File: src/rtl/cu_sequencer_if.sv
// Sequencer-facing bus: instruction fetch handshake, decoder feedback and status.
// The master side is the sequencer; the slave side is memory, decoders and datapath.
interface cu_sequencer_if;
    logic        imem_req;
    logic        imem_ready;
    logic [31:0] imem_data;
    logic [31:0] I;
    logic [1:0]  state;
    logic [32:0] cw_in;
    logic [32:0] cw_out;
    logic        halt_req;
    logic        halted;
    logic        fault;
    logic [31:0] retired;

    modport master (
        output imem_req, I, state, cw_out, halted, fault, retired,
        input  imem_ready, imem_data, cw_in, halt_req
    );

    modport slave (
        input  imem_req, I, state, cw_out, halted, fault, retired,
        output imem_ready, imem_data, cw_in, halt_req
    );
endinterface

File: src/rtl/cu_sequencer.sv
// Control-unit sequencer: owns the instruction register and execute step, sequences
// fetch / multi-step execute / halt, and masks the decoder control word for the datapath.
module cu_sequencer #(
    parameter int FETCH_TIMEOUT = 16,
    parameter int MAX_STEPS     = 4    // at most 4: next_state is a 2-bit field
) (
    input  logic            clock,
    input  logic            reset,
    cu_sequencer_if.master  bus
);
    localparam int             TW        = $clog2(FETCH_TIMEOUT + 1);
    localparam logic [TW-1:0]  TO_LAST   = TW'(FETCH_TIMEOUT - 1);
    localparam logic [1:0]     STEP_LAST = 2'(MAX_STEPS - 1);
    localparam logic [32:0]    NOP_WORD  = 33'h0_01FF_FC00;

    // Bit positions within the control word.
    localparam int PC_EN     = 6;
    localparam int PC_FS_HI  = 5;
    localparam int PC_FS_LO  = 4;
    localparam int STATUS_LD = 2;
    localparam int RF_W      = 9;
    localparam int RAM_W     = 7;

    typedef enum logic [1:0] {
        FETCH = 2'd0,
        EXEC  = 2'd1,
        HALT  = 2'd2
    } fsm_t;

    fsm_t          fsm_reg;
    logic [31:0]   ir_reg;
    logic [1:0]    step_reg;
    logic [TW-1:0] timeout_reg;
    logic [1:0]    exec_cnt_reg;
    logic          fault_reg;
    logic [31:0]   retired_reg;
    logic          req_reg;
    logic          halted_reg;

    logic          final_step;
    logic          overrun;
    logic [32:0]   cw_next;

    assign final_step = (bus.cw_in[1:0] == 2'b00);
    assign overrun    = !final_step && (exec_cnt_reg == STEP_LAST);

    // Non-final steps never touch the PC or flags; an overrunning step also loses its writes.
    always_comb begin
        cw_next = NOP_WORD;
        if (fsm_reg == EXEC) begin
            cw_next = bus.cw_in;
            if (!final_step) begin
                cw_next[PC_EN]              = 1'b0;
                cw_next[PC_FS_HI:PC_FS_LO]  = 2'b00;
                cw_next[STATUS_LD]          = 1'b0;
            end
            if (overrun) begin
                cw_next[RF_W]  = 1'b0;
                cw_next[RAM_W] = 1'b0;
            end
        end
    end

    always_ff @(posedge clock) begin
        if (reset) begin
            fsm_reg      <= FETCH;
            ir_reg       <= 32'h0;
            step_reg     <= 2'd0;
            timeout_reg  <= '0;
            exec_cnt_reg <= 2'd0;
            retired_reg  <= 32'h0;
            fault_reg    <= 1'b0;
            req_reg      <= 1'b1;
            halted_reg   <= 1'b0;
        end else begin
            case (fsm_reg)
                FETCH: begin
                    if (bus.imem_ready) begin
                        ir_reg       <= bus.imem_data;
                        step_reg     <= 2'd0;
                        exec_cnt_reg <= 2'd0;
                        timeout_reg  <= '0;
                        fsm_reg      <= EXEC;
                        req_reg      <= 1'b0;
                    end else if (timeout_reg == TO_LAST) begin
                        timeout_reg  <= timeout_reg + 1'b1;
                        fault_reg    <= 1'b1;
                        fsm_reg      <= HALT;
                        req_reg      <= 1'b0;
                        halted_reg   <= 1'b1;
                    end else begin
                        timeout_reg  <= timeout_reg + 1'b1;
                    end
                end
                EXEC: begin
                    if (final_step) begin
                        retired_reg <= retired_reg + 32'd1;
                        step_reg    <= 2'd0;
                        if (bus.halt_req) begin
                            fsm_reg    <= HALT;
                            halted_reg <= 1'b1;
                        end else begin
                            fsm_reg    <= FETCH;
                            req_reg    <= 1'b1;
                        end
                    end else if (overrun) begin
                        fault_reg  <= 1'b1;
                        step_reg   <= 2'd0;
                        fsm_reg    <= HALT;
                        halted_reg <= 1'b1;
                    end else begin
                        step_reg     <= bus.cw_in[1:0];
                        exec_cnt_reg <= exec_cnt_reg + 2'd1;
                    end
                end
                HALT: begin
                    fsm_reg <= HALT;
                end
                default: begin
                    fsm_reg    <= FETCH;
                    step_reg   <= 2'd0;
                    req_reg    <= 1'b1;
                    halted_reg <= 1'b0;
                end
            endcase
        end
    end

    assign bus.imem_req = req_reg;
    assign bus.I        = ir_reg;
    assign bus.state    = step_reg;
    assign bus.cw_out   = cw_next;
    assign bus.halted   = halted_reg;
    assign bus.fault    = fault_reg;
    assign bus.retired  = retired_reg;
endmodule

File: src/flat_wrapper.sv
// flat-port wrapper written by rule: the top's interface ports become plain ports
module cu_sequencer_flat 
#(
    parameter int FETCH_TIMEOUT = 16,
    parameter int MAX_STEPS     = 4                                             
)
  (clock, reset, bus_imem_req, bus_I, bus_state, bus_cw_out, bus_halted, bus_fault, bus_retired, bus_imem_ready, bus_imem_data, bus_cw_in, bus_halt_req);
  cu_sequencer_if bus_i ();
  input  logic clock;
  input  logic reset;
  output wire logic [$bits(bus_i.imem_req)-1:0] bus_imem_req;
  output wire logic [$bits(bus_i.I)-1:0] bus_I;
  output wire logic [$bits(bus_i.state)-1:0] bus_state;
  output wire logic [$bits(bus_i.cw_out)-1:0] bus_cw_out;
  output wire logic [$bits(bus_i.halted)-1:0] bus_halted;
  output wire logic [$bits(bus_i.fault)-1:0] bus_fault;
  output wire logic [$bits(bus_i.retired)-1:0] bus_retired;
  input wire logic [$bits(bus_i.imem_ready)-1:0] bus_imem_ready;
  input wire logic [$bits(bus_i.imem_data)-1:0] bus_imem_data;
  input wire logic [$bits(bus_i.cw_in)-1:0] bus_cw_in;
  input wire logic [$bits(bus_i.halt_req)-1:0] bus_halt_req;
  assign bus_imem_req = bus_i.imem_req;
  assign bus_I = bus_i.I;
  assign bus_state = bus_i.state;
  assign bus_cw_out = bus_i.cw_out;
  assign bus_halted = bus_i.halted;
  assign bus_fault = bus_i.fault;
  assign bus_retired = bus_i.retired;
  assign bus_i.imem_ready = bus_imem_ready;
  assign bus_i.imem_data = bus_imem_data;
  assign bus_i.cw_in = bus_cw_in;
  assign bus_i.halt_req = bus_halt_req;
  cu_sequencer #(.FETCH_TIMEOUT(FETCH_TIMEOUT), .MAX_STEPS(MAX_STEPS)) u_core (.clock(clock), .reset(reset), .bus(bus_i));
endmodule
File: config.mk
export PLATFORM = sky130hd
export DESIGN_NAME = cu_sequencer_flat
export DESIGN_NICKNAME = d
export VERILOG_FILES = /design/src/rtl/cu_sequencer_if.sv /design/src/rtl/cu_sequencer.sv /design/src/flat_wrapper.sv
export SDC_FILE = /design/constraint.sdc
export NUM_CORES = 1
export LEC_CHECK = 0
export ABC_CLOCK_PERIOD_IN_PS = 2600
export CORE_MARGIN = 4
export CORE_UTILIZATION = 41
export DETAILED_ROUTE_END_ITERATION = 8
export GPL_TIMING_DRIVEN = 0
export PLACE_DENSITY = 0.8
export SYNTH_ARGS = -nofsm -noshare
export SYNTH_HDL_FRONTEND = slang
export SYNTH_SLANG_ARGS = --single-unit
File: constraint.sdc
create_clock -name clock -period 2.6 [get_ports clock]
set_clock_uncertainty 0.1 [all_clocks]
set_input_delay 0.52 -clock clock [delete_from_list [all_inputs] [get_ports clock]]
set_output_delay 0.52 -clock clock [all_outputs]
set_load 0.005 [all_outputs]
==> results of run 1 <==
==> final cells by class <==
type	instances	area share [%]
Buffer	28	2.85
Clock buffer	11	2.47
Inverter	8	0.525
Sequential cell	78	27.3
Timing Repair Buffer	172	29.9
Tap cell	108	2.36
Multi-Input combinational cell	331	33.5
Clock inverter	5	1.03
==> cell usage in the layout, fill, tap and decap left out, drive strengths merged, types with 6 or more instances in the layout <==
cell / count
o21ai: 7
xnor2: 6
nor2: 24
nand3: 9
and3: 7
clkbuf: 32
or4: 16
nand2b: 17
dfxtp: 78
o31ai: 14
inv: 8
nand2: 80
a21oi: 65
and2: 18
buf: 11
or3: 6
clkdlybuf4s50: 166
nand4: 14
==> power by group <==
part | switching (W) | leakage (nW) | internal [W]
Sequential | 0.0000319 | 0.635 | 0.00125
Clock | 0.000454 | 0.0955 | 0.000470
Combinational | 0.000216 | 1.27 | 0.000302
==> kinds of logic (layout without fill, tap and decap cells) <==
family                   Yosys count  after routing
AND/OR/NAND/NOR                  220            220
AO/OA/AOI/OAI                     94             94
adder cells (fa/ha/maj)            4              4
XOR/XNOR                          10             10
flip-flops                        78             78
multiplexers                       3              3
buffers and inverters             36            224
==> metal layers <==
metal  track usage, %  part of all wire (%)
met1             24.1                    40
met2             36.2                    49
met3             7.71                   8.8
met4             5.45                   1.7
met5                0                     0
==> worst max path at each step <==
stage               cells after the start              start  slack (ps)                     end
floorplan                               4       bus_cw_in[1]         630  u_core.bus.retired[16]
finish                                  5  u_core.fsm_reg[1]          80           bus_cw_out[7]
global route                            5  u_core.fsm_reg[1]         -20           bus_cw_out[7]
global placement                        5       bus_cw_in[1]        -580           bus_cw_out[6]
CTS                                     5  u_core.fsm_reg[0]         0.3          bus_cw_out[28]
detailed placement                      5       bus_cw_in[1]        -580           bus_cw_out[6]
==> cell usage after synthesis (all sizes together), types with 3 or more instances <==
cell type / number / area [um2]
ha: 4 / 50.1
nand2: 80 / 300
and2: 18 / 113
and4: 5 / 45.0
dfxtp: 78 / 1560
nor4: 4 / 25.0
nor2: 24 / 90.1
xor2: 4 / 35.0
nor3b: 3 / 22.5
nor3: 5 / 25.0
xnor2: 6 / 52.6
or4b: 3 / 30.0
a21oi: 65 / 325
nand2b: 17 / 106
nand3: 9 / 45.0
or3: 6 / 37.5
o21ai: 7 / 35.0
inv: 8 / 30.0
nand4: 14 / 109
clkbuf: 23 / 97.6
and3: 7 / 43.8
nor2b: 3 / 18.8
buf: 4 / 31.3
o31ai: 14 / 105
or4: 16 / 128
==> repair_timing <==
| item | in CTS | in global routing |
|---|---|---|
| pin swaps | 2 | 2 |
| buffers inserted | 1 | 3 |
| endpoints found under the setup margin | 26 | 18 |
| endpoints found under the hold margin | 0 | 0 |
| gates resized for setup | 17 | 10 |
==> critical path: stages, from the launching register on <==
cell,delay (ps)
dfxtp_1,360
clkbuf_4,200
nand2b_1,200
a21oi_4,160
and2_1,140
clkdlybuf4s50_1,500
==> through the flow <==
step | total power [W] | setup slack (ps) | utilization, % | instances | instance area (um2)
floorplan | 0.00150 | 631 | - | 445 | 3630
global placement | 0.00180 | -583 | 62.8 | 721 | 5450
detailed placement | 0.00181 | -576 | 62.8 | 721 | 5450
CTS | 0.00275 | 0.298 | 65.6 | 738 | 5690
global route | 0.00284 | -15.1 | 65.9 | 741 | 5720
finish | 0.00272 | 75.6 | 65.9 | 741 | 5720
==> summary.md, run 1 <==
| Metric | Value |
|---|---|
| Run status | finished, final reports clean |
| Clk sinks | 78 |
| Crit path required time | 1980 ps |
| Asr flop ratio synth | 0% |
| Post-synthesis mux area share | 0.896% |
| Mean Syn Cell Area | 8.16 um2 |
| Clk root buf | clkbuf_8 |
| Die ar. | 10400 um2 |
| Congestion Overflow GR | 0 |
| Clock Latency Late Sink | 360 ps |
| Final critical-path required period | 2520 ps |
| CP Class | reg -> out |
| Worst R2R End | u_core.bus.retired[31] |
| Ant diodes | 0 |
| Crit. End Element | output pin |
| Relative slew slack | 38.9% |
| Final-report hold violation count | 0 |
| Initial antenna violation count | 0 |
| # H-tree levels | 3 |
| Critical path startpoint category | register |
| Synth cell types | 48 |
| WHS | 353 ps |
| Post-synthesis compound-gate area fraction | 14.5% |
| Syn Inst Count | 445 |
| Setup violations, final | 0 |
| Wirelength per Cell | 15.0 um |
| FF+latch area | 1560 um2 |
| First-pass DRT Iterations | 4 |
| Ys flop type | dfxtp_1 |
| Setup tns final | 0 ps |
| Synth Area in Simple Gates | 33.2% |
| Antenna Nets Post-Route | 0 |
| FMAX | 396 MHz |
| Row count | 34 |
| #FFs+latches synth | 78 |
| Nets | 701 |
| Global-route wire length before repair | 17.4 mm |
| CTS Buf Count | 9 |
| Cell area after synthesis | 3630 um2 |
| Core ar. | 8680 um2 |
| Combinational family with the most area after synthesis | simple AND/OR/NAND/NOR gates |
| P_leak | 2.00 nW |
| VDD IR max | 386 uV |
| Syn Nets | 518 |
| Ys Warns | 0 |
| Vias per cell | 5.23 |
| All-Layer GR Usage | 20.8% |
| Clk slew on worst S/H paths | 80 ps |
| Slew Viols, Final | 0 |
| Synth Area in XOR/XNOR | 2.41% |
| Worst-case clock buffer depth | 2 |
| Post-Synth Adder-Cell Area | 1.38% |
| Multi-input logic area | 1920 um2 |
| Hold EP | u_core.bus.I[23] |
| R2R Setup Slk | 360 ps |
| Slew @ Worst Pin | 915 ps |
| Starting Density | 41.9% |
| Overall die width | 102 um |
| RD Place Congestion | 0.797 |
| Hold_buf cts | 0 |
| I/O pins | 171 |
| Detailed Place HPWL | 8.49 mm |
| Vias in the first global route | 3661 |
| Maximum fanout along the worst path | 10 |
| CP arrival | 1900 ps |
| # DRC | 0 |
| Pwr dens | 476 nW/um2 |
| Final period utilization | 97.1% |
| Die height | 102 um |
| Post-synth EDFFs | 0 |
| Largest net degree at the start of global routing | 14 |
| Sequential area share after synthesis | 43.0% |
| Min-delay src | u_core.bus.I[23] |
| RSZ-0062 raised after global routing | true |
| Fraction of layout cells with a size suffix above 1 | 7.74% |
| FF-to-FF Start | u_core.bus.retired[19] |
| FF-to-FF path depth | 4 |
| Area growth syn-to-layout | 57.4% |
| CTS tree | built |
| Total Wirelength | 11.1 mm |
| Hold depth | 2 |
| Fill cells | 737 |
| Initial DRC count | 124 |
| Worst Hold Class | reg -> reg |
| Buffers on Ports | 168 |
| Max_cap viols | 0 |
| Routed vias | 3875 |
Power figures use the tool's default switching activity.
==> run 2: changes to the inputs <==
MAX_ROUTING_LAYER = met4   (was unset)
==> run 2 against run 1 <==
Against the previous run:
- critical path depth unchanged
- combinational power about the same
- first-iteration DRC count decreased by 0.81%
- worst hold slack about the same
- global-route usage increased by 0.63 points
- power about the same
- maximum frequency decreased by 0.12%
- largest cell class unchanged
==> summary.md, run 2 (synthesis results as in run 1) <==
| Metric | Value |
|---|---|
| CP arrival | 1910 ps (about the same) |
| RSZ-0062 raised after global routing | true |
| Hold_buf cts | 0 (unchanged) |
| Clk root buf | clkbuf_8 |
| Worst R2R End | u_core.bus.retired[31] |
| RD Place Congestion | 0.808 (+1.4%) |
| Critical path buffers and inverters | 2 (unchanged) |
| Vias per cell | 5.26 (+0.52%) |
| Crit. End Element | output pin |
| CTS Buf Count | 9 (unchanged) |
| Maximum fanout along the worst path | 10 (unchanged) |
| Max_cap viols | 0 (unchanged) |
| Clk sinks | 78 (unchanged) |
| Pwr dens | 476 nW/um2 (about the same) |
| Worst-case clock buffer depth | 2 (unchanged) |
| FF-to-FF path depth | 4 (unchanged) |
| Final period utilization | 97.2% (+0.12 points) |
| Initial antenna violation count | 0 (unchanged) |
| Starting Density | 41.9% (unchanged) |
| Critical path's top delay family | buffers and inverters |
| WHS | 354 ps (+0.245 ps) |
| Die ar. | 10400 um2 (unchanged) |
| Row count | 34 (unchanged) |
| Buffers on Ports | 168 (unchanged) |
| P_leak | 2.00 nW (unchanged) |
| Max stage delay on crit path | 500 ps (about the same) |
| # H-tree levels | 3 (unchanged) |
| Hold depth | 2 (unchanged) |
| Slew Viols, Final | 0 (unchanged) |
| Crit path required time | 1980 ps (about the same) |
| Slew @ Worst Pin | 877 ps (-38.4 ps) |
| Met3 usage | 6.14% (-1.6 points) |
| Clock Latency Late Sink | 350 ps (about the same) |
| CP Class | reg -> out |
| Critical path's slowest cell | clkdlybuf4s50_1 |
| First-pass DRT Iterations | 5 (+1) |
| Detailed Place HPWL | 8.49 mm (unchanged) |
| Run status | finished, final reports clean |
| Finished Layout Cells | 741 (unchanged) |
| VDD IR max | 388 uV (+0.42%) |
| # DRC | 0 (unchanged) |
| Routed vias | 3895 (+0.52%) |
| Largest net degree at the start of global routing | 14 (unchanged) |
| FF-to-FF Start | u_core.bus.retired[19] |
| Ant diodes | 0 (unchanged) |
| Relative slew slack | 41.4% (+2.6 points) |
| Antenna Nets Post-Route | 0 (unchanged) |
| Placed cell count | 721 (unchanged) |
| Congestion Overflow GR | 0 (unchanged) |
| Final-report hold violation count | 0 (unchanged) |
| Area growth syn-to-layout | 57.4% (unchanged) |
| Fraction of layout cells with a size suffix above 1 | 7.74% (unchanged) |
| Worst Hold Class | reg -> reg |
| Global-route wire length before repair | 17.3 mm (-0.28%) |
| Setup tns final | 0 ps (unchanged) |
| R2R Setup Slk | 340 ps (-20 ps) |
| Core ar. | 8680 um2 (unchanged) |
| Nets | 701 (unchanged) |
| Wirelength per Cell | 15.0 um (about the same) |
| Clk slew on worst S/H paths | 80 ps (about the same) |
| Min-delay src | u_core.bus.I[23] |
| I/O pins | 171 (unchanged) |
| Setup violations, final | 0 (unchanged) |
| Most Crowded Layer GR | met2 |
| Overall die width | 102 um (unchanged) |
| FMAX | 396 MHz (-0.12%) |
| Final critical-path required period | 2530 ps (+3.07 ps) |
| Fill cells | 737 (unchanged) |
| Total Wirelength | 11.1 mm (about the same) |
| CTS tree | built |
| Initial DRC count | 123 (-0.81%) |
| Vias in the first global route | 3670 (+0.25%) |
| Hold EP | u_core.bus.I[23] |
| Grt met1 use | 25.2% (+1.1 points) |
| Die height | 102 um (unchanged) |
| Critical path startpoint category | register |
| Commonest non-fill, non-tap cell in the layout | clkdlybuf4s50_1 |
| All-Layer GR Usage | 21.4% (+0.63 points) |
| Routing usage on met2 | 36.1% (-0.10 points) |
| Crit-path cells | clkbuf_4 -> nand2b_1 -> a21oi_4 -> and2_1 -> clkdlybuf4s50_1 |
| Most frequent cells in the layout | clkdlybuf4s50_1, nand2_1, dfxtp_1, a21oi_1, nor2_1 |
[run 2: cell counts in the layout (fill, tap and decap cells not counted)]
No cell type changed its count.
[run 2: routing by layer]
layer | wire (um) | up-vias
met5 | 0 | -
li1 | - | 1931
met3 | 829 | 14
met2 | 5540 | 144
met1 | 4590 | 1806
met4 | 166 | 0
[run 2: worst max path at each step]
stage	startpoint	to	slack, ps	cells after the start
finish	u_core.fsm_reg[1]	bus_cw_out[7]	70	5
global route	u_core.fsm_reg[1]	bus_cw_out[7]	-20	5
CTS	u_core.fsm_reg[0]	bus_cw_out[28]	0.3	5
detailed placement	bus_cw_in[1]	bus_cw_out[6]	-580	5
global placement	bus_cw_in[1]	bus_cw_out[6]	-580	5
floorplan	bus_cw_in[1]	u_core.bus.retired[16]	630	4
[run 2: report_power, final]
group	switching (W)	internal, W	total (W)
clock	0.000452	0.000470	0.000922
combinational	0.000217	0.000302	0.000519
sequential	0.0000320	0.00125	0.00128
[run 2: per-stage QoR]
step                utilization, %  instance area (um2)  total power, W  worst slack [ps]
floorplan                        -                 3630         0.00150               631
global placement              62.8                 5450         0.00180              -583
detailed placement            62.8                 5450         0.00181              -576
CTS                           65.6                 5690         0.00275             0.298
global route                  65.9                 5720         0.00285             -17.7
finish                        65.9                 5720         0.00272              72.5
[run 2: layout make-up]
| type | count | area (um2) | area share, % |
|---|---|---|---|
| repair buffers | 172 | 1710 | 29.9 |
| flip-flops and latches | 78 | 1560 | 27.3 |
| clock inverters | 5 | 58.8 | 1.03 |
| well taps | 108 | 135 | 2.36 |
| multi-input cells | 331 | 1920 | 33.5 |
| clock buffers | 11 | 141 | 2.47 |
| plain buffers | 28 | 163 | 2.85 |
| inverters | 8 | 30.0 | 0.525 |
[run 2: tightest hold or removal path: stages, from the launching register on]
cell	delay (ps)
dfxtp_1	310
nand2_1	50
a21oi_1	50
[run 2: what timing repair did]
| action | 4_1_cts | 5_1_grt |
|---|---|---|
| hold endpoints to repair | 0 | 0 |
| buffers inserted | 1 | 3 |
| pin swaps | 2 | 2 |
| resized for setup | 17 | 10 |
| gates cloned | 0 | 0 |
| setup endpoints to repair | 26 | 18 |
==> run 3: changes to the inputs <==
ABC_CLOCK_PERIOD_IN_PS = unset   (was 2600)
==> results of run 3 <==
Final layout, timing and power as in run 2 (identical DEF).
